[config.mk]
export PLATFORM = sky130hd
export DESIGN_NAME = id_ex_stage
export DESIGN_NICKNAME = d
export VERILOG_FILES = /design/src/rtl/pipe_pkg.sv /design/src/rtl/fwd_mux.sv /design/src/rtl/id_ex_stage.sv
export SDC_FILE = /design/constraint.sdc
export NUM_CORES = 1
export LEC_CHECK = 0
export BUFFER_PORTS_ARGS = -buffer_cell sky130_fd_sc_hd__buf_2
export CAP_MARGIN = 40
export CORE_ASPECT_RATIO = 0.8
export CORE_MARGIN = 3
export CORE_UTILIZATION = 35
export CTS_BUF_LIST = sky130_fd_sc_hd__clkbuf_16
export DETAILED_ROUTE_END_ITERATION = 8
export PLACE_DENSITY = 0.73
export SYNTH_ARGS = -nofsm -noshare
export SYNTH_HDL_FRONTEND = slang
export SYNTH_SLANG_ARGS = --single-unit
[constraint.sdc]
create_clock -name clk -period 2.3 [get_ports clk]
set_input_delay 0.345 -clock clk [delete_from_list [all_inputs] [get_ports clk]]
set_output_delay 0.345 -clock clk [all_outputs]
set_load 0.005 [all_outputs]
[src/rtl/pipe_pkg.sv]
// Shared definitions for the 5-stage MIPS pipeline.
//   - ALU operation codes driven on alu_ctl
//   - forwarding source selection encoding
//   - packed ID/EX register layout
//   - fwd_select(): priority decision for one source operand
package pipe_pkg;

  localparam int DATA_W = 32;
  localparam int REG_W  = 5;

  localparam logic [3:0] ALU_AND  = 4'b0000;
  localparam logic [3:0] ALU_OR   = 4'b0001;
  localparam logic [3:0] ALU_ADD  = 4'b0010;
  localparam logic [3:0] ALU_NOR  = 4'b0011;
  localparam logic [3:0] ALU_SLL  = 4'b0100;
  localparam logic [3:0] ALU_SRL  = 4'b0101;
  localparam logic [3:0] ALU_SUB  = 4'b0110;
  localparam logic [3:0] ALU_SLT  = 4'b0111;
  localparam logic [3:0] ALU_XOR  = 4'b1000;
  localparam logic [3:0] ALU_SRLV = 4'b1001;
  localparam logic [3:0] ALU_SRA  = 4'b1010;
  localparam logic [3:0] ALU_LUI  = 4'b1111;

  typedef enum logic [1:0] {
    FWD_REG   = 2'd0,
    FWD_EXMEM = 2'd1,
    FWD_MEMWB = 2'd2
  } fwd_sel_e;

  // Everything the ID/EX register holds; all-zero is a bubble.
  typedef struct packed {
    logic              valid;
    logic [REG_W-1:0]  rs;
    logic [REG_W-1:0]  rt;
    logic [REG_W-1:0]  rd;
    logic [DATA_W-1:0] rs_val;
    logic [DATA_W-1:0] rt_val;
    logic [DATA_W-1:0] imm;
    logic              alusrc;
    logic [3:0]        aluctl;
    logic              shiftc;
    logic [REG_W-1:0]  shamt;
    logic              regwrite;
    logic              memread;
    logic              memwrite;
    logic              memtoreg;
  } id_ex_t;

  // EX/MEM is the younger producer, so it wins over MEM/WB. Register 0 is
  // hard-wired to zero and is never a forwarding target.
  function automatic fwd_sel_e fwd_select(
    input logic             exmem_regwrite,
    input logic [REG_W-1:0] exmem_rd,
    input logic             memwb_regwrite,
    input logic [REG_W-1:0] memwb_rd,
    input logic [REG_W-1:0] src
  );
    if (exmem_regwrite && exmem_rd != '0 && exmem_rd == src) return FWD_EXMEM;
    if (memwb_regwrite && memwb_rd != '0 && memwb_rd == src) return FWD_MEMWB;
    return FWD_REG;
  endfunction

endpackage

[src/rtl/fwd_mux.sv]
// Forwarding multiplexer for one EX-stage source operand.
//   src            : register number of the operand
//   read_val       : value read from the register file in ID
//   exmem_*        : EX/MEM write-back candidate
//   memwb_*        : MEM/WB write-back candidate
//   value          : operand value after forwarding
module fwd_mux
  import pipe_pkg::*;
(
  input  logic [REG_W-1:0]  src,
  input  logic [DATA_W-1:0] read_val,
  input  logic              exmem_regwrite,
  input  logic [REG_W-1:0]  exmem_rd,
  input  logic [DATA_W-1:0] exmem_result,
  input  logic              memwb_regwrite,
  input  logic [REG_W-1:0]  memwb_rd,
  input  logic [DATA_W-1:0] memwb_result,
  output logic [DATA_W-1:0] value
);

  fwd_sel_e sel;

  always_comb begin
    sel = fwd_select(exmem_regwrite, exmem_rd, memwb_regwrite, memwb_rd, src);
    // NOTE: a default on every path keeps this block free of inferred latches.
    case (sel)
      FWD_EXMEM: value = exmem_result;
      FWD_MEMWB: value = memwb_result;
      default:   value = read_val;
    endcase
  end

endmodule

[src/rtl/id_ex_stage.sv]
// ID/EX pipeline register plus EX-stage operand selection.
//   clk, reset         : clock, synchronous active-high reset (loads a bubble)
//   id_*               : decoded instruction from ID
//   flush              : redirect, kill the instruction entering EX
//   hold               : downstream stall, freeze this stage
//   exmem_*, memwb_*   : forwarding sources
//   lu_stall           : load-use hazard, freeze PC and IF/ID this cycle
//   alu_a/alu_b/alu_*  : ALU operands and control
//   ex_*               : registered control/destination for EX/MEM
//   ex_store_data      : forwarded rt value for stores
module id_ex_stage
  import pipe_pkg::*;
(
  input  logic              clk,
  input  logic              reset,
  input  logic              id_valid,
  input  logic [REG_W-1:0]  id_rs,
  input  logic [REG_W-1:0]  id_rt,
  input  logic [REG_W-1:0]  id_rd,
  input  logic [DATA_W-1:0] id_rs_val,
  input  logic [DATA_W-1:0] id_rt_val,
  input  logic [DATA_W-1:0] id_imm,
  input  logic              id_alusrc,
  input  logic [3:0]        id_aluctl,
  input  logic              id_shiftc,
  input  logic [REG_W-1:0]  id_shamt,
  input  logic              id_regwrite,
  input  logic              id_memread,
  input  logic              id_memwrite,
  input  logic              id_memtoreg,
  input  logic              flush,
  input  logic              hold,
  input  logic              exmem_regwrite,
  input  logic [REG_W-1:0]  exmem_rd,
  input  logic [DATA_W-1:0] exmem_result,
  input  logic              memwb_regwrite,
  input  logic [REG_W-1:0]  memwb_rd,
  input  logic [DATA_W-1:0] memwb_result,
  output logic              lu_stall,
  output logic [DATA_W-1:0] alu_a,
  output logic [DATA_W-1:0] alu_b,
  output logic [3:0]        alu_ctl,
  output logic              alu_shiftc,
  output logic [REG_W-1:0]  alu_shiftv,
  output logic              ex_valid,
  output logic              ex_regwrite,
  output logic              ex_memread,
  output logic              ex_memwrite,
  output logic              ex_memtoreg,
  output logic [REG_W-1:0]  ex_rd,
  output logic [DATA_W-1:0] ex_store_data
);

  id_ex_t q;
  id_ex_t d;
  logic [DATA_W-1:0] rs_fwd;
  logic [DATA_W-1:0] rt_fwd;

  // A load in EX whose destination is read by the instruction in ID cannot
  // forward in time. rt counts as a use when it feeds the ALU or is store data.
  always_comb begin
    lu_stall = q.valid && q.memread && (q.rd != '0) && id_valid &&
               ((q.rd == id_rs) ||
                ((q.rd == id_rt) && (!id_alusrc || id_memwrite)));
  end

  // Next contents on a normal load; control bits only count for real
  // instructions so a not-valid slot never writes anything downstream.
  always_comb begin
    d          = '0;
    d.valid    = id_valid;
    d.rs       = id_rs;
    d.rt       = id_rt;
    d.rd       = id_rd;
    d.rs_val   = id_rs_val;
    d.rt_val   = id_rt_val;
    d.imm      = id_imm;
    d.alusrc   = id_alusrc;
    d.aluctl   = id_aluctl;
    d.shiftc   = id_shiftc;
    d.shamt    = id_shamt;
    d.regwrite = id_regwrite & id_valid;
    d.memread  = id_memread  & id_valid;
    d.memwrite = id_memwrite & id_valid;
    d.memtoreg = id_memtoreg & id_valid;
  end

  // Priority: reset > flush > hold > load-use bubble > load.
  // NOTE: sequential state uses non-blocking assignments so every register
  // samples its inputs from before the edge.
  always_ff @(posedge clk) begin
    if (reset || flush) begin
      q <= '0;
    end else if (!hold) begin
      if (lu_stall) q <= '0;
      else          q <= d;
    end
  end

  fwd_mux u_fwd_rs (
    .src            (q.rs),
    .read_val       (q.rs_val),
    .exmem_regwrite (exmem_regwrite),
    .exmem_rd       (exmem_rd),
    .exmem_result   (exmem_result),
    .memwb_regwrite (memwb_regwrite),
    .memwb_rd       (memwb_rd),
    .memwb_result   (memwb_result),
    .value          (rs_fwd)
  );

  fwd_mux u_fwd_rt (
    .src            (q.rt),
    .read_val       (q.rt_val),
    .exmem_regwrite (exmem_regwrite),
    .exmem_rd       (exmem_rd),
    .exmem_result   (exmem_result),
    .memwb_regwrite (memwb_regwrite),
    .memwb_rd       (memwb_rd),
    .memwb_result   (memwb_result),
    .value          (rt_fwd)
  );

  always_comb begin
    alu_a         = rs_fwd;
    alu_b         = q.alusrc ? q.imm : rt_fwd;
    ex_store_data = rt_fwd;
    alu_ctl       = q.aluctl;
    alu_shiftc    = q.shiftc;
    alu_shiftv    = q.shamt;
    ex_valid      = q.valid;
    ex_regwrite   = q.regwrite;
    ex_memread    = q.memread;
    ex_memwrite   = q.memwrite;
    ex_memtoreg   = q.memtoreg;
    ex_rd         = q.rd;
  end

endmodule
Yosys cells after proc, flatten, opt, wreduce, memory -nomap -nowiden. Index checks and enable logic that the tools add are counted.

Equality and inequality tests: 10. Muxes and demuxes: 18. Bitwise operators: 4. Reductions and logical operators: 18.

Operator list (count): $pmux 32 s2 (2); $mux 127 (1); $mux 32 (1); $eq 5x5->1 (6); $mux 2 (8); $reduce_bool 5->1 (3); $logic_and 1x1->1 (11); $mux 1 (6); $and 1x1->1 (4); $eq 2x1->1 const B (2); $eq 2x2->1 const B (2); $logic_or 1x1->1 (3); $logic_not 1->1 (1).

Register bits: 127. Output and inout bits: 117. Word-level logic and storage cells: 65.

Depth between registers and ports, before layout. Gate-level depths: netlist of the first run.

Word-level depth: 10. Gate-level depth with buffers: 7. Depth with buffers taken out: 5.

Hierarchy. A second synthesis of the first run with hierarchy kept.

Cell total of the unflattened synthesis: 1166. Area total of the unflattened synthesis: 10163.5 µm².

Modules (own cells, without submodules): id_ex_stage (times used 1, cells an instance 806, area an instance 7123.1 µm², sequential area each 2542.4 µm²); fwd_mux (times used 2, cells an instance 180, area an instance 1520.2 µm², sequential area each 0.0 µm²).

Worst setup path before layout of the first run. No wires, ideal clock.

Path type: input to output. Start: input memwb_rd[0]. End: output alu_b[0]. Arrival time: 1947 ps. Required time: 1955 ps. Setup slack: 8 ps. Stages on the path: 7. Path through: or4_1 -> o21a_1 -> and4_1 -> clkbuf_1 -> buf_2 -> mux2i_1 -> a221oi_1.

Word-level cells in the longest chain between the ends: 10. Elaborated cells between the ends (all ways): 13. Classes of those cells: 3 x eq/ne; 7 x mux; 3 x reduce/logical.

RTL lines: from (decl) (line id_ex_stage.sv:37) `input logic [REG_W-1:0] memwb_rd,`; $reduce_bool 5->1 (line pipe_pkg.sv:59) `if (memwb_regwrite && memwb_rd != '0 && memwb_rd == src) return FWD_MEMWB;`; $logic_and 1x1->1 (line pipe_pkg.sv:59); $logic_and 1x1->1 * (line pipe_pkg.sv:59); $mux 1 (2 in a row) (line pipe_pkg.sv:59); $mux 2 * (line pipe_pkg.sv:60) `return FWD_REG;`; $mux 2 * (line pipe_pkg.sv:59); $eq 2x2->1 / $eq 2x1->1 (equally long branches) (line fwd_mux.sv:26) `case (sel)`; $pmux 32 s2 * (line fwd_mux.sv:26); $mux 32 * (line id_ex_stage.sv:126) `alu_b = q.alusrc ? q.imm : rt_fwd;`; to (decl) (line id_ex_stage.sv:41) `output logic [DATA_W-1:0] alu_b,`.

Mark *: on every way between the ends. The rest lies on a longest branch, timed or not. The select of a mux whose other input is x is not followed.

Final worst setup path of the first run.
Start: register q[119] (netlist name). End: output alu_b[20].

Word-level cells in the longest chain between the ends: 9. Elaborated cells between the ends (all ways): 14. Classes of those cells: 4 x eq/ne; 8 x mux; 2 x reduce/logical.

RTL lines: from (decl) (line id_ex_stage.sv:54) `id_ex_t q;`; from (signal assigned) (line id_ex_stage.sv:93) `q <= '0;`; from (signal assigned) (line id_ex_stage.sv:95) `if (lu_stall) q <= '0;`; from (signal assigned) (line id_ex_stage.sv:96) `else q <= d;`; $eq 5x5->1 (line pipe_pkg.sv:59); $logic_and 1x1->1 (line pipe_pkg.sv:59); $mux 1 (2 in a row) (line pipe_pkg.sv:59); $mux 2 (line pipe_pkg.sv:60); $mux 2 * (line pipe_pkg.sv:59); $eq 2x2->1 / $eq 2x1->1 (equally long branches) (line fwd_mux.sv:26); $pmux 32 s2 * (line fwd_mux.sv:26); $mux 32 * (line id_ex_stage.sv:126).

Marked as above.

==> results.sh, run 1 <==
export IMPL_cp_end_kind="primary output"
export IMPL_ys_types=26
export IMPL_slew_violations=0
export IMPL_synthCells=675
export IMPL_rows=42
export IMPL_grt_max_degree=99
export IMPL_final_cell_mix="buf_2 (320), a22o_1 (123), dfxtp_1 (119)"
export IMPL_nNetsFinal=1240
export IMPL_relSlewSlack_pct=65.2
export IMPL_ys_seq_area_share_pct=40.9
export IMPL_finClkSkew_ns=0.0129
export IMPL_syn_to_final_growth_pct=69.0
export IMPL_final_common_cell="buf_2"
export IMPL_ys_warn_count=0
export IMPL_cts_hold_buf=0
export IMPL_crit_chain="xor2_1 > nor3_2 > and4_4 > buf_12 > mux2i_2 > a221oi_1 > buf_2"
export IMPL_chipHeight_um=125
export IMPL_drcViolationCount=0
export IMPL_ios=324
export IMPL_wire_per_inst_um=21.0
export IMPL_critPathMaxFanout=8
export IMPL_crit_type="reg2out"
export IMPL_setup_violations=96
export IMPL_whs_path_depth=2
export IMPL_place_hpwl_um=16800
export IMPL_min_period_ns=2.69
export IMPL_failed_checks="setup timing"
export IMPL_die_area_mm2=0.0194
export IMPL_gr_total_overflow=0
export IMPL_outcome="finished with violations"
export IMPL_cp_arrival_ns=2.35
export IMPL_finalCritPeriodShare_pct=117
export IMPL_worstPathRequired_ns=1.96
export IMPL_timing_final_ws_setup_ns=-0.390
export IMPL_wl_um=26600
export IMPL_path_delay_family="simple AND/OR/NAND/NOR gates"
export IMPL_root_buffer="clkbuf_16"
export IMPL_holdCritStartpoint="id_shamt[0]"
export IMPL_fillers=1364
export IMPL_gp_congestion=0.983
export IMPL_power_leakage_nw=4.55
export IMPL_grt_pass1_wl_um=39100
export IMPL_initial_core_util_pct=36.6
export IMPL_final_cell_area_mm2=0.0105
export IMPL_drt_iter0_markers=760
export IMPL_viasPerCell=5.66
export IMPL_diodes=0
export IMPL_io_buffers=323
export IMPL_r2r_cells=6
export IMPL_syn_num_nets=882
export IMPL_maxCapViolations=0
export IMPL_synth_area_mm2=0.00622
export IMPL_tightest_slew_ns=0.522
export IMPL_ctsHtreeMaxLevel=4
export IMPL_critPathSlowestCell="and4_4"
export IMPL_clkLatencyLatePin_ns=0.41
export IMPL_rsz0062_at_grt="true"
export IMPL_grt_pass1_vias=6916
export IMPL_worst_path_buf_inv=2
export IMPL_layout_drive_gt1_share_pct=54.8
export IMPL_cts_sinks=127
export IMPL_timing_fmax_ghz=0.372
export IMPL_grt_antenna_before_repair=2
export IMPL_worstSetupStartpointType="flip-flop"
export IMPL_ys_seq_elements=127
export IMPL_core_mm2=0.0170
export IMPL_r2r_end="q[66]"
export IMPL_peakVddDrop_mv=0.344
export IMPL_cts_tree="yes"
export IMPL_power_mw=6.32
export IMPL_dr_pass1_iters=5
export IMPL_final_hold_violation_count=0
export IMPL_worst_path_largest_cell_delay_ns=0.42
export IMPL_grt_usage_pct=25.4
export IMPL_hold_class="in2reg"
export IMPL_ant_nets=0
export IMPL_cellPowerDensity_mw_per_mm2=601
export IMPL_dpl_cell_area_mm2=0.00835
export IMPL_syn_area_per_cell_um2=9.21
export IMPL_rrSetupSlack_ns=0.26
export IMPL_min_to="alu_shiftv[0]"
export IMPL_ctsLongestPathBuffers=2
export IMPL_clkSlewWorstSetupHoldPaths_ns=0.06
export IMPL_timing_rr_start="ex_rd[0]"
export IMPL_numCtsBuffers=17
export IMPL_dr_total_vias=7166
export IMPL_die_width_um=155
## Yosys cell counts
cell type  count  area, um^2
clkbuf_1      50         188
nand4_1        1        6.26
a2111oi_4      1        27.5
nor3b_1        1        7.51
xnor2_1       16         140
nor2_1        34         128
nor3_1        37         185
a221oi_1      32         280
a32o_1         4        40.0
o21ai_0       33         165
a22o_1       123        1080
a31oi_1        1        6.26
nand3_1        3        15.0
mux2i_1       64         641
or4_1          2        15.0
a21oi_1       33         165
and4_1         3        26.3
buf_2         12        60.1
dfxtp_1      127        2540
o21a_1         2        15.0
o22ai_1        1        6.26
nand2_1       33         124
inv_1         33         124
and2_1         1        6.26
buf_4         14         105
xor2_1        14         123
## cell families after synthesis
family / after synthesis / synth area share, %
multiplexers: 64 / 10.3
buffers and inverters: 109 / 7.67
AND/OR/NAND/NOR: 115 / 8.25
flip-flops: 127 / 40.9
AO/OA/AOI/OAI: 230 / 28.7
XOR/XNOR: 30 / 4.23
## repair_timing
action / in CTS / in global routing
gates cloned: 12 / 2
gates resized for setup: 138 / 93
setup endpoints to repair: 96 / 96
pin swaps: 21 / 28
setup buffers: 19 / 4
## through the flow
step	hold WS [ns]	setup TNS, ns	utilization (%)	setup WS (ns)	std cells
3_3_place_gp	0.444	-14.82	49.2	-0.264	1199
5_1_grt	0.125	-31.18	61.9	-0.473	1266
3_5_place_dp	0.450	-16.14	49.2	-0.295	1199
4_1_cts	0.123	-18.16	58.6	-0.309	1262
6_report	0.149	-23.85	61.9	-0.390	1266
2_1_floorplan	0.441	0	-	0.00799	675
## area by class of cell
cell class                 count  area [um^2]  area share (%)
multi-input combinational    441         4070            38.7
timing repair buffer         413         2820            26.8
sequential                   127         2560            24.3
clock buffer                  17          425            4.05
tap                          220          275            2.62
clock inverter                15          241            2.30
inverter                      33          124            1.18
## power by group
part	leakage, nW	switching, mW	internal [mW]
Combinational	3.19	0.452	0.492
Clock	0.315	1.01	2.03
Sequential	1.04	0.0638	2.27
## layer usage
layer  up-vias  GRT usage [%]  part of all wire, %
li1       3245              -                    -
met1      3429           33.9                   42
met2       440           41.0                   48
met3        48           6.63                  8.9
met4         4           6.54                  1.9
met5         -              0                 0.10
## how the worst max path moves through the flow
stage	from	endpoint	cells after the start
detailed placement	memwb_rd[0]	alu_b[16]	8
global route	q[119]	alu_b[20]	7
global placement	memwb_rd[0]	alu_b[23]	8
CTS	q[120]	alu_b[19]	8
finish	q[119]	alu_b[20]	7
floorplan	memwb_rd[0]	alu_b[0]	7
## registers in the layout, indices dropped and copies added, names as in the netlist
register and flops:
alu_shiftc 1, alu_ctl 4, ex_rd 5, alu_shiftv 5, ex_valid 1, ex_memtoreg 1, ex_memread 1, ex_regwrite 1
q 107, ex_memwrite 1
Power figures use the tool's default switching activity.
==> run 2: changes to the inputs <==
--- a/config.mk
+++ b/config.mk
@@ -7,7 +7,6 @@
 export LEC_CHECK = 0
 export BUFFER_PORTS_ARGS = -buffer_cell sky130_fd_sc_hd__buf_2
 export CAP_MARGIN = 40
-export CORE_ASPECT_RATIO = 0.8
 export CORE_MARGIN = 3
 export CORE_UTILIZATION = 35
 export CTS_BUF_LIST = sky130_fd_sc_hd__clkbuf_16
==> run 2 against run 1 <==
Against the previous run:
- the run still ends with setup timing left
- sequential power about the same
- die area about the same
- via count shrank 3.3%
==> results.sh, run 2 (synthesized netlist as in run 1, its figures left out) <==
export IMPL_power_leakage_nw=4.54
export IMPL_grt_pass1_wl_um=37100
export IMPL_slew_violations=0
export IMPL_grt_pass1_vias=6685
export IMPL_worstSetupStartpointType="flip-flop"
export IMPL_relSlewSlack_pct=65.8
export IMPL_largest_reg_flops=107
export IMPL_timing_fmax_ghz=0.387
export IMPL_cts_sinks=127
export IMPL_timing_final_ws_setup_ns=-0.286
export IMPL_dpl_cell_area_mm2=0.00839
export IMPL_p_seq_share_pct=39.6
export IMPL_utilization_pct=59.2
export IMPL_critPathMaxFanout=7
export IMPL_die_area_mm2=0.0194
export IMPL_gp_congestion=0.974
export IMPL_ios=324
export IMPL_nNetsFinal=1223
export IMPL_worstPathRequired_ns=1.96
export IMPL_min_period_ns=2.59
export IMPL_crit_type="reg2out"
export IMPL_switchingPower_mw=1.47
export IMPL_tightest_slew_ns=0.513
export IMPL_chipHeight_um=139
export IMPL_maxCapViolations=0
export IMPL_grt_antenna_before_repair=2
export IMPL_numCtsBuffers=17
export IMPL_cp_arrival_ns=2.24
export IMPL_grt_max_degree=65
export IMPL_ant_nets=0
export IMPL_outcome="finished with violations"
export IMPL_ctsHtreeMaxLevel=4
export IMPL_io_buffers=323
export IMPL_layout_drive_gt1_share_pct=56.1
export IMPL_clkLatencyLatePin_ns=0.41
export IMPL_clkSlewWorstSetupHoldPaths_ns=0.06
export IMPL_place_hpwl_um=16300
export IMPL_cellPowerDensity_mw_per_mm2=575
export IMPL_post_place_ws_ns=-0.294
export IMPL_hold_class="in2reg"
export IMPL_p_sw_share_pct=24.9
export IMPL_final_common_cell="buf_2"
export IMPL_internal_power_mw=4.43
export IMPL_wire_per_inst_um=20.4
export IMPL_failed_checks="setup timing"
export IMPL_peakVddDrop_mv=0.464
export IMPL_gr_total_overflow=0
export IMPL_drcViolationCount=0
export IMPL_viasPerCell=5.52
export IMPL_share_comb_of_total_power_pct=15.5
export IMPL_rows=48
export IMPL_rsz0062_at_grt="true"
export IMPL_fillers=1406
export IMPL_final_cell_area_mm2=0.0103
export IMPL_finClkSkew_ns=0.0110
export IMPL_initial_core_util_pct=35.8
export IMPL_drt_iter0_markers=463
export IMPL_grt_usage_pct=24.1
export IMPL_instances_no_fill=1255
export IMPL_wl_um=25600
export IMPL_pwr_share_clk_pct=44.9
export IMPL_hold_ws_ns=0.149
export IMPL_finalCritPeriodShare_pct=112
export IMPL_setup_violations=96
export IMPL_ctsLongestPathBuffers=2
export IMPL_final_hold_violation_count=0
export IMPL_final_cell_mix="buf_2 (322), a22o_1 (123), dfxtp_1 (120)"
export IMPL_cp_end_kind="primary output"
export IMPL_dr_pass1_iters=5
export IMPL_root_buffer="clkbuf_16"
export IMPL_syn_to_final_growth_pct=65.2
export IMPL_core_mm2=0.0174
export IMPL_dp_cells=1199
export IMPL_largest_register="q"
export IMPL_dr_total_vias=6930
export IMPL_cts_tree="yes"
export IMPL_die_width_um=139
-- run 2: timing repair --
action	4_1_cts	5_1_grt
resized for setup	130	144
setup endpoints to repair	96	96
pin swaps	20	50
hold endpoints to repair	0	0
hold buffers	0	0
gates cloned	9	1
buffers inserted	15	7
-- run 2: power by group through the flow --
stage	clock (mW)	combinational, mW	sequential, mW
floorplan	0	0.321	2.35
CTS	2.69	0.835	2.33
global route	2.79	0.984	2.34
detailed placement	0	0.756	2.37
finish	2.65	0.917	2.34
global placement	0	0.747	2.37
-- run 2: path summary, 6_finish.rpt --
check               from                 to  slack, ns  cells after the start
min           id_imm[17]              q[32]       0.15                      2
max               q[117]  ex_store_data[12]      -0.29                      7
max reg2reg     ex_rd[1]              q[57]       0.32                      6
min reg2reg  ex_memwrite        ex_memwrite       0.46                      1
-- run 2: through the flow --
step	power (mW)	setup TNS, ns
final	5.90	-17.11
after global routing	6.11	-24.45
after CTS	5.86	-17.97
after detailed placement	3.13	-14.47
after global placement	3.12	-14.42
after floorplan	2.68	0
-- run 2: routing by layer --
metal  global-route usage [%]  share of wire, %
met1                     29.4                41
met4                     9.73               2.6
met5                        0             0.059
met2                     41.1                50
met3                     5.53               6.9
-- run 2: layout make-up --
class / instances / area [um^2] / area share, %
clock inverters: 15 / 155 / 1.51
multi-input cells: 439 / 4090 / 39.8
repair buffers: 398 / 2640 / 25.7
diodes: 1 / 2.50 / 0.0244
clock buffers: 17 / 425 / 4.14
inverters: 33 / 124 / 1.21
flip-flops and latches: 127 / 2550 / 24.9
well taps: 225 / 282 / 2.74
-- run 2: critical path, stage by stage, from the launching register on --
cell     delay, ns
dfxtp_2       0.33
xor2_1        0.16
nor3_2        0.18
and4_4        0.40
buf_12        0.19
mux2i_2       0.27
a21oi_1       0.14
buf_2         0.15
